File: src/rtl/weight_update_scheduler_pkg.sv
// Shared types and constants for the weight-update scheduler.
package weight_update_scheduler_pkg;

  typedef enum logic [2:0] {
    IDLE  = 3'd0,
    READ  = 3'd1,
    ISSUE = 3'd2,
    WAIT  = 3'd3,
    DONE  = 3'd4
  } state_t;

  localparam int unsigned MEM_RD_LAT = 1;

  // Width needed to count 0..n-1, never less than one bit.
  function automatic int unsigned layer_cnt_w(input int unsigned n);
    return (n > 1) ? $clog2(n) : 1;
  endfunction

endpackage

File: src/rtl/weight_update_scheduler_handshake_tracker.sv
// One operand's valid/sent pair; complete covers a handshake landing this cycle.
module weight_update_scheduler_handshake_tracker (
  input  logic clk,
  input  logic rst,
  input  logic arm_i,
  input  logic clr_i,
  input  logic ready_i,
  output logic valid_o,
  output logic complete_o
);

  logic valid_q, valid_d;
  logic sent_q, sent_d;
  logic fire;

  assign fire = valid_q & ready_i;

  always_comb begin
    valid_d = valid_q;
    sent_d  = sent_q;
    if (clr_i) begin
      valid_d = 1'b0;
      sent_d  = 1'b0;
    end else if (arm_i) begin
      valid_d = 1'b1;
      sent_d  = 1'b0;
    end else if (fire) begin
      valid_d = 1'b0;
      sent_d  = 1'b1;
    end
  end

  always_ff @(posedge clk or posedge rst) begin
    if (rst) begin
      valid_q <= 1'b0;
      sent_q  <= 1'b0;
    end else begin
      valid_q <= valid_d;
      sent_q  <= sent_d;
    end
  end

  assign valid_o    = valid_q;
  assign complete_o = sent_q | fire;

endmodule

File: src/rtl/weight_update_scheduler.sv
// Walks every layer through read, operand issue, result wait and weight write-back.
module weight_update_scheduler
  import weight_update_scheduler_pkg::*;
#(
  parameter int LAYER_NUM        = 3,
  parameter int LAYER_ADDR_WIDTH = 2
) (
  input  logic                        clk,
  input  logic                        rst,
  input  logic                        start,
  input  logic                        abort,
  output logic                        busy,
  output logic                        done,
  output logic                        error,
  output logic                        rd_en,
  output logic [LAYER_ADDR_WIDTH-1:0] rd_addr,
  output logic                        upd_a_valid,
  input  logic                        upd_a_ready,
  output logic                        upd_delta_valid,
  input  logic                        upd_delta_ready,
  output logic                        upd_w_valid,
  input  logic                        upd_w_ready,
  input  logic                        upd_result_valid,
  output logic                        upd_result_ready,
  input  logic                        upd_error,
  output logic                        w_wr_en,
  output logic [LAYER_ADDR_WIDTH-1:0] w_wr_addr
);

  localparam int CNT_W    = layer_cnt_w(LAYER_NUM);
  localparam int RD_CNT_W = layer_cnt_w(MEM_RD_LAT);
  localparam logic [CNT_W-1:0]    LAST    = CNT_W'(LAYER_NUM - 1);
  localparam logic [RD_CNT_W-1:0] RD_LAST = RD_CNT_W'(MEM_RD_LAT - 1);

  state_t              state_q, state_d;
  logic [CNT_W-1:0]    cnt_q, cnt_d;
  logic [RD_CNT_W-1:0] rd_cnt_q, rd_cnt_d;
  logic                error_q, error_d;

  logic abort_act, start_acc, res_hs, arm, clr;
  logic a_valid, d_valid, w_valid;
  logic a_cmp, d_cmp, w_cmp, all_cmp;

  assign busy      = (state_q == READ) | (state_q == ISSUE) | (state_q == WAIT);
  assign abort_act = abort & busy;
  assign start_acc = start & (state_q == IDLE);
  assign res_hs    = (state_q == WAIT) & upd_result_valid & ~abort_act;
  assign all_cmp   = a_cmp & d_cmp & w_cmp;

  weight_update_scheduler_handshake_tracker u_trk_a (
    .clk(clk), .rst(rst), .arm_i(arm), .clr_i(clr), .ready_i(upd_a_ready),
    .valid_o(a_valid), .complete_o(a_cmp)
  );
  weight_update_scheduler_handshake_tracker u_trk_d (
    .clk(clk), .rst(rst), .arm_i(arm), .clr_i(clr), .ready_i(upd_delta_ready),
    .valid_o(d_valid), .complete_o(d_cmp)
  );
  weight_update_scheduler_handshake_tracker u_trk_w (
    .clk(clk), .rst(rst), .arm_i(arm), .clr_i(clr), .ready_i(upd_w_ready),
    .valid_o(w_valid), .complete_o(w_cmp)
  );

  always_comb begin
    state_d  = state_q;
    cnt_d    = cnt_q;
    rd_cnt_d = rd_cnt_q;
    arm      = 1'b0;
    clr      = 1'b0;
    error_d  = start_acc ? 1'b0 : (error_q | (busy & upd_error));
    case (state_q)
      IDLE: if (start_acc) begin
        state_d  = READ;
        cnt_d    = '0;
        rd_cnt_d = '0;
      end
      READ: if (rd_cnt_q == RD_LAST) begin
        state_d  = ISSUE;
        rd_cnt_d = '0;
        arm      = 1'b1;
      end else begin
        rd_cnt_d = rd_cnt_q + RD_CNT_W'(1);
      end
      ISSUE: if (all_cmp) begin
        state_d = WAIT;
        clr     = 1'b1;
      end
      WAIT: if (res_hs) begin
        if (cnt_q == LAST) begin
          state_d = DONE;
        end else begin
          state_d = READ;
          cnt_d   = cnt_q + CNT_W'(1);
        end
      end
      DONE:    state_d = IDLE;
      default: state_d = IDLE;
    endcase
    // Abort overrides whatever the state wanted, including a same-cycle result.
    if (abort_act) begin
      state_d  = IDLE;
      rd_cnt_d = '0;
      arm      = 1'b0;
      clr      = 1'b1;
    end
  end

  always_ff @(posedge clk or posedge rst) begin
    if (rst) begin
      state_q  <= IDLE;
      cnt_q    <= '0;
      rd_cnt_q <= '0;
      error_q  <= 1'b0;
    end else begin
      state_q  <= state_d;
      cnt_q    <= cnt_d;
      rd_cnt_q <= rd_cnt_d;
      error_q  <= error_d;
    end
  end

  assign done             = (state_q == DONE);
  assign error            = error_q;
  assign rd_en            = (state_q == READ) & (rd_cnt_q == '0);
  assign rd_addr          = LAYER_ADDR_WIDTH'(cnt_q);
  assign w_wr_addr        = LAYER_ADDR_WIDTH'(cnt_q);
  assign upd_a_valid      = a_valid & ~abort_act;
  assign upd_delta_valid  = d_valid & ~abort_act;
  assign upd_w_valid      = w_valid & ~abort_act;
  assign upd_result_ready = (state_q == WAIT) & ~abort_act;
  assign w_wr_en          = res_hs;

endmodule

File: config.mk
export PLATFORM = sky130hd
export DESIGN_NAME = weight_update_scheduler
export DESIGN_NICKNAME = d
export VERILOG_FILES = /design/src/rtl/weight_update_scheduler_pkg.sv /design/src/rtl/weight_update_scheduler_handshake_tracker.sv /design/src/rtl/weight_update_scheduler.sv
export SDC_FILE = /design/constraint.sdc
export NUM_CORES = 1
export LEC_CHECK = 0
export BUFFER_PORTS_ARGS = -buffer_cell sky130_fd_sc_hd__buf_2
export CAP_MARGIN = 20
export CORE_AREA = 2 2 54 46
export DETAILED_ROUTE_END_ITERATION = 10
export DIE_AREA = 0 0 56 48
export SLEW_MARGIN = 20
export SYNTH_ARGS = -nofsm -noshare
export SYNTH_HDL_FRONTEND = slang
export SYNTH_SLANG_ARGS = --single-unit
export TNS_END_PERCENT = 1
File: constraint.sdc
create_clock -name clk -period 1.4 [get_ports clk]
set_input_delay 0.07 -clock clk [delete_from_list [all_inputs] [get_ports clk]]
set_output_delay 0.07 -clock clk [all_outputs]
set_load 0.02 [all_outputs]
==> impl_metrics.py, run 1 <==
metrics = {
    "power": {
        "pwr_density_cell_nw_per_um2": 1410,
        "p_leak_nw": 0.496,
        "power_mw": 1.43,
        "vdd_ir_drop_max_mv": 0.641,
    },
    "floorplanning": {
        "pin_count": 22,
        "die_area_um2": 2690,
        "rows": 15,
        "fp.dieH_um": 48,
        "core_um2": 2100,
        "start_util": 0.346,
        "die_w_um": 56,
    },
    "synthesis": {
        "yosysSeqAreaShare": 0.413,
        "synth.distinct_cells": 24,
        "ys_ff_latch": 12,
        "syn_nets": 94,
        "syn_inst": 84,
        "syn_area_per_cell_um2": 8.65,
        "synthesis.area_um2": 727,
        "yosys_warnings": 0,
    },
    "detailed_routing": {
        "avgRoutedWirePerCell_um": 12.4,
        "drc_errors": 0,
        "wl_um": 1730,
        "ant_nets": 0,
        "vias_per_cell": 4.84,
        "vias": 678,
        "first_pass_iters": 4,
        "drtIter0Drc": 13,
    },
    "run": {
        "maxCapViolCount": 0,
    },
    "finish": {
        "postLayoutCellArea_um2": 1010,
        "final_layout_size_suffix_gt1_frac": 0.383,
        "diodes": 0,
        "final_nets": 127,
        "syn_to_final_growth_pct": 39.1,
        "fin_util": 0.481,
    },
    "worst_setup_path": {
        "r2r-start": "state_q[2]",
        "rrSetupSlack_ps": 40,
        "cp-start-kind": "flip-flop",
        "crit_path_max_fanout": 4,
        "reg2reg_depth": 5,
        "worstReg2RegEnd": "u_trk_d.valid_o",
        "critical-path-max-stage-delay_ps": 390,
        "critical_path_required_ps": 1330,
        "cp_common_cell": "buf_6",
        "critPathCaptureType": "output port",
        "critical_path_arrival_ps": 1310,
        "crit_chain": "buf_6, nand2b_4, nor2_4, nand2_2, inv_1, buf_6",
        "critPathKind": "reg -> out",
        "cp_slowest_cell": "dfrtp_1",
    },
    "timing": {
        "fin_crit_ps": 1380,
        "setup_viol": 0,
        "min_period_over_period": 0.982,
        "relSlewSlack": 0.667,
        "rsz0062_at_grt": "yes",
        "finalHoldViolCount": 0,
        "fmax_ghz": 0.727,
        "fin_skew_ps": 8.45,
        "holdWs_ps": 71.0,
        "tns_ps": 0,
        "tightest_slew_ps": 498,
        "drv_slew": 0,
    },
    "cts": {
        "cts_buffer_depth": 2,
        "numCtsBuffers": 3,
        "h-tree-depth": 1,
        "cts-root-buf": "clkbuf_4",
        "clkLatencyLatePin_ps": 280,
        "cts_tree": "done",
        "clock_sinks": 12,
        "path_clk_slew_ps": 70,
    },
    "place": {
        "portBuffers": 21,
        "place_congestion": 0.857,
        "post-dp-hpwl_um": 1270,
        "placed_cell_area_um2": 895,
    },
    "global_routing": {
        "overflow": 0,
        "grt_pass1_wl_um": 2900,
        "antenna_found_initial": 0,
        "grt_usage": 0.146,
        "grt_max_degree": 14,
        "grt_pass1_vias": 645,
    },
    "run_status": {
        "status": "completed",
    },
    "min_path": {
        "hold_end": "state_q[1]",
        "hold_depth": 2,
        "hp-start": "abort",
        "hold_path_class": "in -> reg",
    },
}
-- where the power goes --
group	leakage [nW]	switching, mW	internal [mW]
Clock	0.0138	0.114	0.0996
Combinational	0.323	0.405	0.306
Sequential	0.159	0.0592	0.442
Total	0.496	0.579	0.847
-- flip-flops by register name (all words and copies together) (netlist names) --
name / count
state_q: 3
u_trk_d.valid_o: 1
u_trk_a.valid_o: 1
u_trk_w.sent_q: 1
u_trk_w.valid_o: 1
error: 1
u_trk_d.sent_q: 1
rd_addr: 2
u_trk_a.sent_q: 1
-- metrics by stage --
stage | instances | setup WS [ps]
floorplan | 84 | -1.70
global placement | 132 | 108
detailed placement | 132 | 67.1
CTS | 139 | 2.99
global route | 140 | -54.2
finish | 140 | 24.5
-- routing by layer --
metal | vias to the layer above | GRT usage | wire, um
met2 | 13 | 0.238 | 791
met4 | 0 | 0.0714 | 27
met5 | - | 0 | 0
li1 | 350 | - | -
met3 | 2 | 0.0459 | 84
met1 | 313 | 0.183 | 829
-- cells in the final DEF, fill, tap and decap left out, drive strengths merged --
cell type,instances
buf,32
a21oi,12
dfrtp,12
nor2,11
inv,6
nor3b,5
nor3,4
o21ai,4
o21bai,3
nand3b,3
nor2b,3
clkbuf,3
nand2b,3
nand2,3
mux2i,2
nand3,2
or3b,1
nor4,1
or2,1
o31ai,1
a31oi,1
ha,1
dlygate4sd3,1
-- Yosys cell counts --
master	n	area (um^2)
o21ai_0	2	10.0
dfrtp_1	12	300
mux2i_1	2	20.0
nor2b_1	3	18.8
nor2_1	11	41.3
nor3b_1	5	37.5
buf_2	2	10.0
o31ai_1	1	7.51
a31oi_1	1	6.26
o21bai_1	3	22.5
ha_1	1	12.5
inv_1	6	22.5
buf_4	2	15.0
o21ai_1	2	10.0
nor4_4	1	21.3
a21oi_1	12	60.1
nand3b_1	3	22.5
nand3_1	2	10.0
buf_6	1	11.3
nand2b_1	3	18.8
nand2_1	3	11.3
or3b_4	1	11.3
or2_1	1	6.26
nor3_1	4	20.0
-- worst max path at each step --
stage                    start        endpoint  slack, ps  cells after the start
detailed placement  rd_addr[0]      rd_addr[0]         70                      6
finish              state_q[2]         w_wr_en         20                      6
global route        state_q[2]  u_trk_d.sent_q        -50                      5
CTS                 state_q[0]     upd_a_valid          3                      5
floorplan           rd_addr[0]      rd_addr[0]         -2                      6
global placement    rd_addr[0]      rd_addr[0]        110                      6
-- worst max-delay path, delay by kind of cell (launching register included) --
family / cells / cell delay, ps
flip-flops: 1 / 390
AND/OR/NAND/NOR: 3 / 350
buffers and inverters: 3 / 300
-- cell type report --
cell class | count | area (um^2)
sequential | 12 | 300
fill | 204 | 1090
multi-input combinational | 61 | 408
inverter | 6 | 22.5
timing repair buffer | 33 | 226
tap | 25 | 31.3
clock buffer | 3 | 22.5
-- logic make-up after synthesis --
group	Yosys count	synth area share
AND/OR/NAND/NOR	37	0.301
AO/OA/AOI/OAI	21	0.160
flip-flops	12	0.413
buffers and inverters	11	0.0809
multiplexers	2	0.0275
adder cells (fa/ha/maj)	1	0.0172
-- timing repair --
action	in CTS	in global routing
setup buffers	3	1
pin swaps	3	0
resized for setup	12	3
hold buffers	1	0
setup endpoints to repair	5	11
endpoints found under the hold margin	12	0
(Power assumes the default switching activity.)
==> run 2: changes to the inputs <==
Settings changed: CORE_AREA 2 2 54 46 to 2 2 49 42, DIE_AREA 0 0 56 48 to 0 0 51 44, PLACE_DENSITY set to 0.7, RECOVER_POWER set to 50.
==> run 2 against run 1 <==
Net effect:
- clock-buffer cell count is the same
- final cell count shrank 2.1%
- sequential cell count is the same
- sequential power shrank 1%
- sequential share of layout area grew 0.33 points
- wire length grew 2.5%
- first-iteration DRC count shrank 38%
- die area shrank 17%
- register-to-register slack gained 80 ps
- final area shrank 1.1%
- global-route usage grew 1.8 points
==> impl_metrics.py, run 2 (same netlist as run 1, synthesis figures left out) <==
metrics = {
    "power": {
        "vdd_ir_drop_max_mv": 0.611,
        "pwr_density_cell_nw_per_um2": 1440,
        "p_leak_nw": 0.475,
    },
    "floorplanning": {
        "die_area_um2": 2240,
        "pin_count": 22,
        "start_util": 0.411,
        "fp.dieH_um": 44,
        "die_w_um": 51,
        "rows": 14,
        "core_um2": 1770,
    },
    "finish": {
        "largest_reg_flops": 3,
        "syn_to_final_growth_pct": 37.5,
        "final_layout_size_suffix_gt1_frac": 0.372,
        "layout_commonest_cell": "buf_2",
        "most-common-layout-cells": "buf_2, a21oi_1, dfrtp_1, buf_4, nor2_1",
        "final_nets": 125,
        "fillers": 166,
        "diodes": 0,
        "regMostFlops": "state_q",
    },
    "detailed_routing": {
        "vias": 698,
        "vias_per_cell": 5.09,
        "drtIter0Drc": 8,
        "ant_nets": 0,
        "first_pass_iters": 4,
        "wl_um": 1780,
        "avgRoutedWirePerCell_um": 13.0,
        "drc_errors": 0,
    },
    "worst_setup_path": {
        "critical-path-max-stage-delay_ps": 390,
        "rrSetupSlack_ps": 120,
        "r2r-start": "state_q[0]",
        "cp_top_family": "flip-flops",
        "crit_path_max_fanout": 8,
        "cp-startpoint": "state_q[2]",
        "critPathCaptureType": "output port",
        "path_buf_inv": 3,
        "crit_chain": "buf_6, nand2b_4, nor2_4, nand2_2, inv_2, buf_6",
        "cp_common_cell": "buf_6",
        "cp_slowest_cell": "dfrtp_1",
        "critical_path_arrival_ps": 1300,
        "critPathKind": "reg -> out",
        "cp-start-kind": "flip-flop",
        "critical_path_required_ps": 1330,
    },
    "cts": {
        "numCtsBuffers": 3,
        "path_clk_slew_ps": 70,
        "clock_sinks": 12,
        "clkLatencyLatePin_ps": 270,
        "cts_buffer_depth": 2,
        "h-tree-depth": 1,
        "cts_tree": "done",
        "cts-root-buf": "clkbuf_4",
    },
    "run_status": {
        "status": "completed",
    },
    "timing": {
        "holdWs_ps": 84.4,
        "setup_viol": 0,
        "min_period_over_period": 0.976,
        "fin_crit_ps": 1370,
        "fin_skew_ps": 3.70,
        "rsz0062_at_grt": "yes",
        "tns_ps": 0,
        "drv_slew": 0,
        "relSlewSlack": 0.662,
        "fmax_ghz": 0.732,
        "finalHoldViolCount": 0,
        "tightest_slew_ps": 506,
    },
    "global_routing": {
        "grt_pass1_wl_um": 2750,
        "grt_usage": 0.164,
        "grt_max_degree": 14,
        "overflow": 0,
        "antenna_found_initial": 0,
        "grt_pass1_vias": 605,
    },
    "place": {
        "post-dp-hpwl_um": 1220,
        "place_congestion": 0.835,
        "portBuffers": 21,
    },
    "min_path": {
        "hold_path_class": "in -> reg",
        "hp-start": "upd_error",
    },
    "run": {
        "maxCapViolCount": 0,
    },
}
run 2: changes by cell type in the layout (fill, tap and decap cells not counted), sizes merged:
cell / change
buf: -5
clkbuf: +3
run 2: cell type report:
class	count	area [um^2]	area share
clock buffers	3	22.5	0.0225
flip-flops and latches	12	300	0.300
repair buffers	31	204	0.204
multi-input cells	61	420	0.421
inverters	6	22.5	0.0225
well taps	24	30.0	0.0300
run 2: worst min-delay path: stages:
cell and delay (ps):
buf_2 70, a21oi_1 50, a21oi_1 110
run 2: path summary, 6_finish.rpt:
check | endpoint | cells after the start
min | error | 3
min in group asynchronous | u_trk_d.sent_q | 3
max reg2reg | u_trk_w.valid_o | 4
min reg2reg | error | 2
max in group asynchronous | state_q[1] | 3
max | w_wr_en | 6
run 2: through the flow:
stage	total power [mW]	worst slack (ps)	cells	cell area [um^2]	utilization
finish	1.44	33.8	137	1000	0.565
global route	1.54	-16.7	137	1000	0.565
CTS	1.40	5.50	136	963	0.545
detailed placement	1.14	102	131	881	0.498
global placement	1.13	140	131	881	0.498
floorplan	0.929	-1.70	84	729	-
run 2: routing by layer:
metal | track usage | part of all wire
met5 | 0 | 0
met4 | 0.0649 | 0.0079
met3 | 0.0345 | 0.048
met2 | 0.239 | 0.48
met1 | 0.239 | 0.47
run 2: what timing repair did:
action | CTS | global route
resized for setup | 12 | 10
endpoints found under the setup margin | 4 | 5
hold endpoints to repair | 12 | 0
hold buffers | 1 | 0
buffers inserted | 1 | 1
pin swaps | 2 | 2
run 2: power breakdown:
part / switching, mW / total, mW / leakage [nW] / internal (mW)
clock: 0.117 / 0.217 / 0.0138 / 0.0995
combinational: 0.419 / 0.731 / 0.303 / 0.311
sequential: 0.0552 / 0.496 / 0.159 / 0.441
==> run 3: changes to the inputs <==
Settings changed: CELL_PAD_IN_SITES_DETAIL_PLACEMENT set to 1, CELL_PAD_IN_SITES_GLOBAL_PLACEMENT set to 1, CORE_AREA 2 2 49 42 to 2 2 57 48, DIE_AREA 0 0 51 44 to 0 0 59 50, PLACE_DENSITY 0.7 to unset, PLACE_DENSITY_LB_ADDON set to 0.1, RECOVER_POWER 50 to 100.
==> run 3 against run 2 <==
Net effect:
- the flow now finishes with violations (negative setup slack)
- wire length rose by 29%
- clock power rose by 30%
- setup slack got worse by 51 ps
- clock-buffer cell count rose by 1
- sequential share of layout area fell by 2.5 points
- global-route usage rose by 0.29 points
- final cell count rose by 8.8%
- power rose by 9.7%
- die area rose by 31%
- sequential cell count did not move
- first-iteration DRC count rose by 130%
- sequential power rose by 2%
- critical path type is now reg -> reg
- largest cell class unchanged
- largest power group unchanged
==> impl_metrics.py, run 3 (same netlist as run 1, synthesis figures left out) <==
metrics = {
    "worst_setup_path": {
        "path_buf_inv": 2,
        "cp_top_family": "simple AND/OR/NAND/NOR gates",
        "critical-path-max-stage-delay_ps": 450,
        "critPathCaptureType": "flip-flop",
        "critPathKind": "reg -> reg",
        "crit_path_max_fanout": 5,
        "cp.depth": 5,
        "reg2reg_depth": 5,
        "crit_chain": "buf_6, or3b_4, nor4_4, buf_4, a21oi_1",
        "critical_path_required_ps": 1560,
        "cp-start-kind": "flip-flop",
        "cp_slowest_cell": "dfrtp_2",
        "critical_path_arrival_ps": 1580,
    },
    "timing": {
        "finalHoldViolCount": 0,
        "relSlewSlack": 0.670,
        "min_period_over_period": 1.01,
        "fmax_ghz": 0.706,
        "setup_viol": 6,
        "layout_setup_ws_ps": -17.1,
        "drv_slew": 0,
        "fin_crit_ps": 1420,
        "fin_skew_ps": 3.42,
        "rsz0062_at_grt": "yes",
        "holdWs_ps": 58.2,
        "tightest_slew_ps": 495,
    },
    "floorplanning": {
        "die_w_um": 59,
        "core_um2": 2360,
        "fp.dieH_um": 50,
        "pin_count": 22,
        "rows": 16,
        "start_util": 0.308,
        "die_area_um2": 2950,
    },
    "power": {
        "p_leak_nw": 0.520,
        "vdd_ir_drop_max_mv": 0.634,
        "pwr_density_cell_nw_per_um2": 1450,
    },
    "global_routing": {
        "grt_pass1_wl_um": 3680,
        "grt_pass1_vias": 762,
        "grt_usage": 0.167,
        "antenna_found_initial": 0,
        "overflow": 0,
        "grt_max_degree": 13,
    },
    "finish": {
        "finalNonFillerCells": 149,
        "largest_reg_flops": 3,
        "fillers": 286,
        "final_layout_size_suffix_gt1_frac": 0.426,
        "diodes": 0,
        "regArea_um2": 302,
        "multi_input_area_um2": 430,
        "syn_to_final_growth_pct": 50.4,
        "most-common-layout-cells": "buf_4, a21oi_1, dfrtp_1, buf_2, nor2_1",
        "layout_commonest_cell": "buf_4",
        "fin_util": 0.463,
        "final_nets": 133,
        "postLayoutCellArea_um2": 1090,
        "regMostFlops": "state_q",
    },
    "cts": {
        "cts_buffer_depth": 2,
        "clock_sinks": 12,
        "clkLatencyLatePin_ps": 280,
        "numCtsBuffers": 3,
        "path_clk_slew_ps": 80,
        "cts_tree": "done",
        "h-tree-depth": 1,
        "cts-root-buf": "clkbuf_4",
    },
    "detailed_routing": {
        "drtIter0Drc": 18,
        "drc_errors": 0,
        "vias_per_cell": 4.99,
        "avgRoutedWirePerCell_um": 15.4,
        "first_pass_iters": 3,
        "wl_um": 2300,
        "vias": 743,
        "ant_nets": 0,
    },
    "place": {
        "dpl.cell_count": 134,
        "post-dp-hpwl_um": 1570,
        "portBuffers": 21,
        "placed_cell_area_um2": 885,
        "place_congestion": 0.759,
    },
    "run_status": {
        "violations": "negative setup slack",
        "status": "complete, but fails checks",
    },
    "min_path": {
        "hold_depth": 3,
        "hold_path_class": "in -> reg",
    },
    "run": {
        "maxCapViolCount": 0,
    },
}
run 3: cell types whose count changed in the layout (fill, tap and decap cells not counted), sizes merged:
cell / previous run / this run
buf: 27 / 30
clkbuf: 6 / 12
run 3: final timing paths:
check / start / to / slack (ps)
hold reg to reg: state_q[2] / state_q[0] / 540
setup / recovery: state_q[2] / u_trk_d.valid_o / -20
min in group asynchronous: rst / rd_addr[1] / 340
hold / removal: upd_error / error / 60
setup reg to reg: state_q[2] / u_trk_d.valid_o / -20
max in group asynchronous: rst / state_q[2] / 690
run 3: worst min-delay path: stages:
cell and delay [ps]:
buf_2 80, a21oi_1 50, a21oi_1 100
run 3: cell type report:
type | count | share of cell area
inverter | 6 | 0.0252
sequential | 12 | 0.276
tap | 27 | 0.0309
multi-input combinational | 61 | 0.394
clock buffer | 4 | 0.0332
timing repair buffer | 39 | 0.241
run 3: report_power, final:
part / switching, mW / internal, mW
clock network: 0.123 / 0.158
logic: 0.454 / 0.340
registers: 0.0669 / 0.441
run 3: per-stage QoR:
step           worst slack (ps)  total power [mW]  setup TNS, ps
2_1_floorplan             -1.70             0.929          -1.70
3_3_place_gp               4.64              1.15              0
3_5_place_dp               29.3              1.17              0
4_1_cts                   -11.2              1.56          -70.6
5_1_grt                   -86.9              1.71           -737
6_report                  -17.1              1.58          -74.3
run 3: routing by layer:
metal,track usage,wire length [um]
met5,0,0
met4,0.0341,13
met3,0.0551,95
met2,0.241,1060
met1,0.242,1120
run 3: repair_timing:
| item | 4_1_cts | 5_1_grt |
|---|---|---|
| resized for setup | 12 | 15 |
| setup buffers | 8 | 2 |
| hold endpoints to repair | 12 | 0 |
| pin swaps | 3 | 4 |
| setup endpoints to repair | 7 | 12 |
| hold buffers | 1 | 0 |
| gates cloned | 0 | 0 |
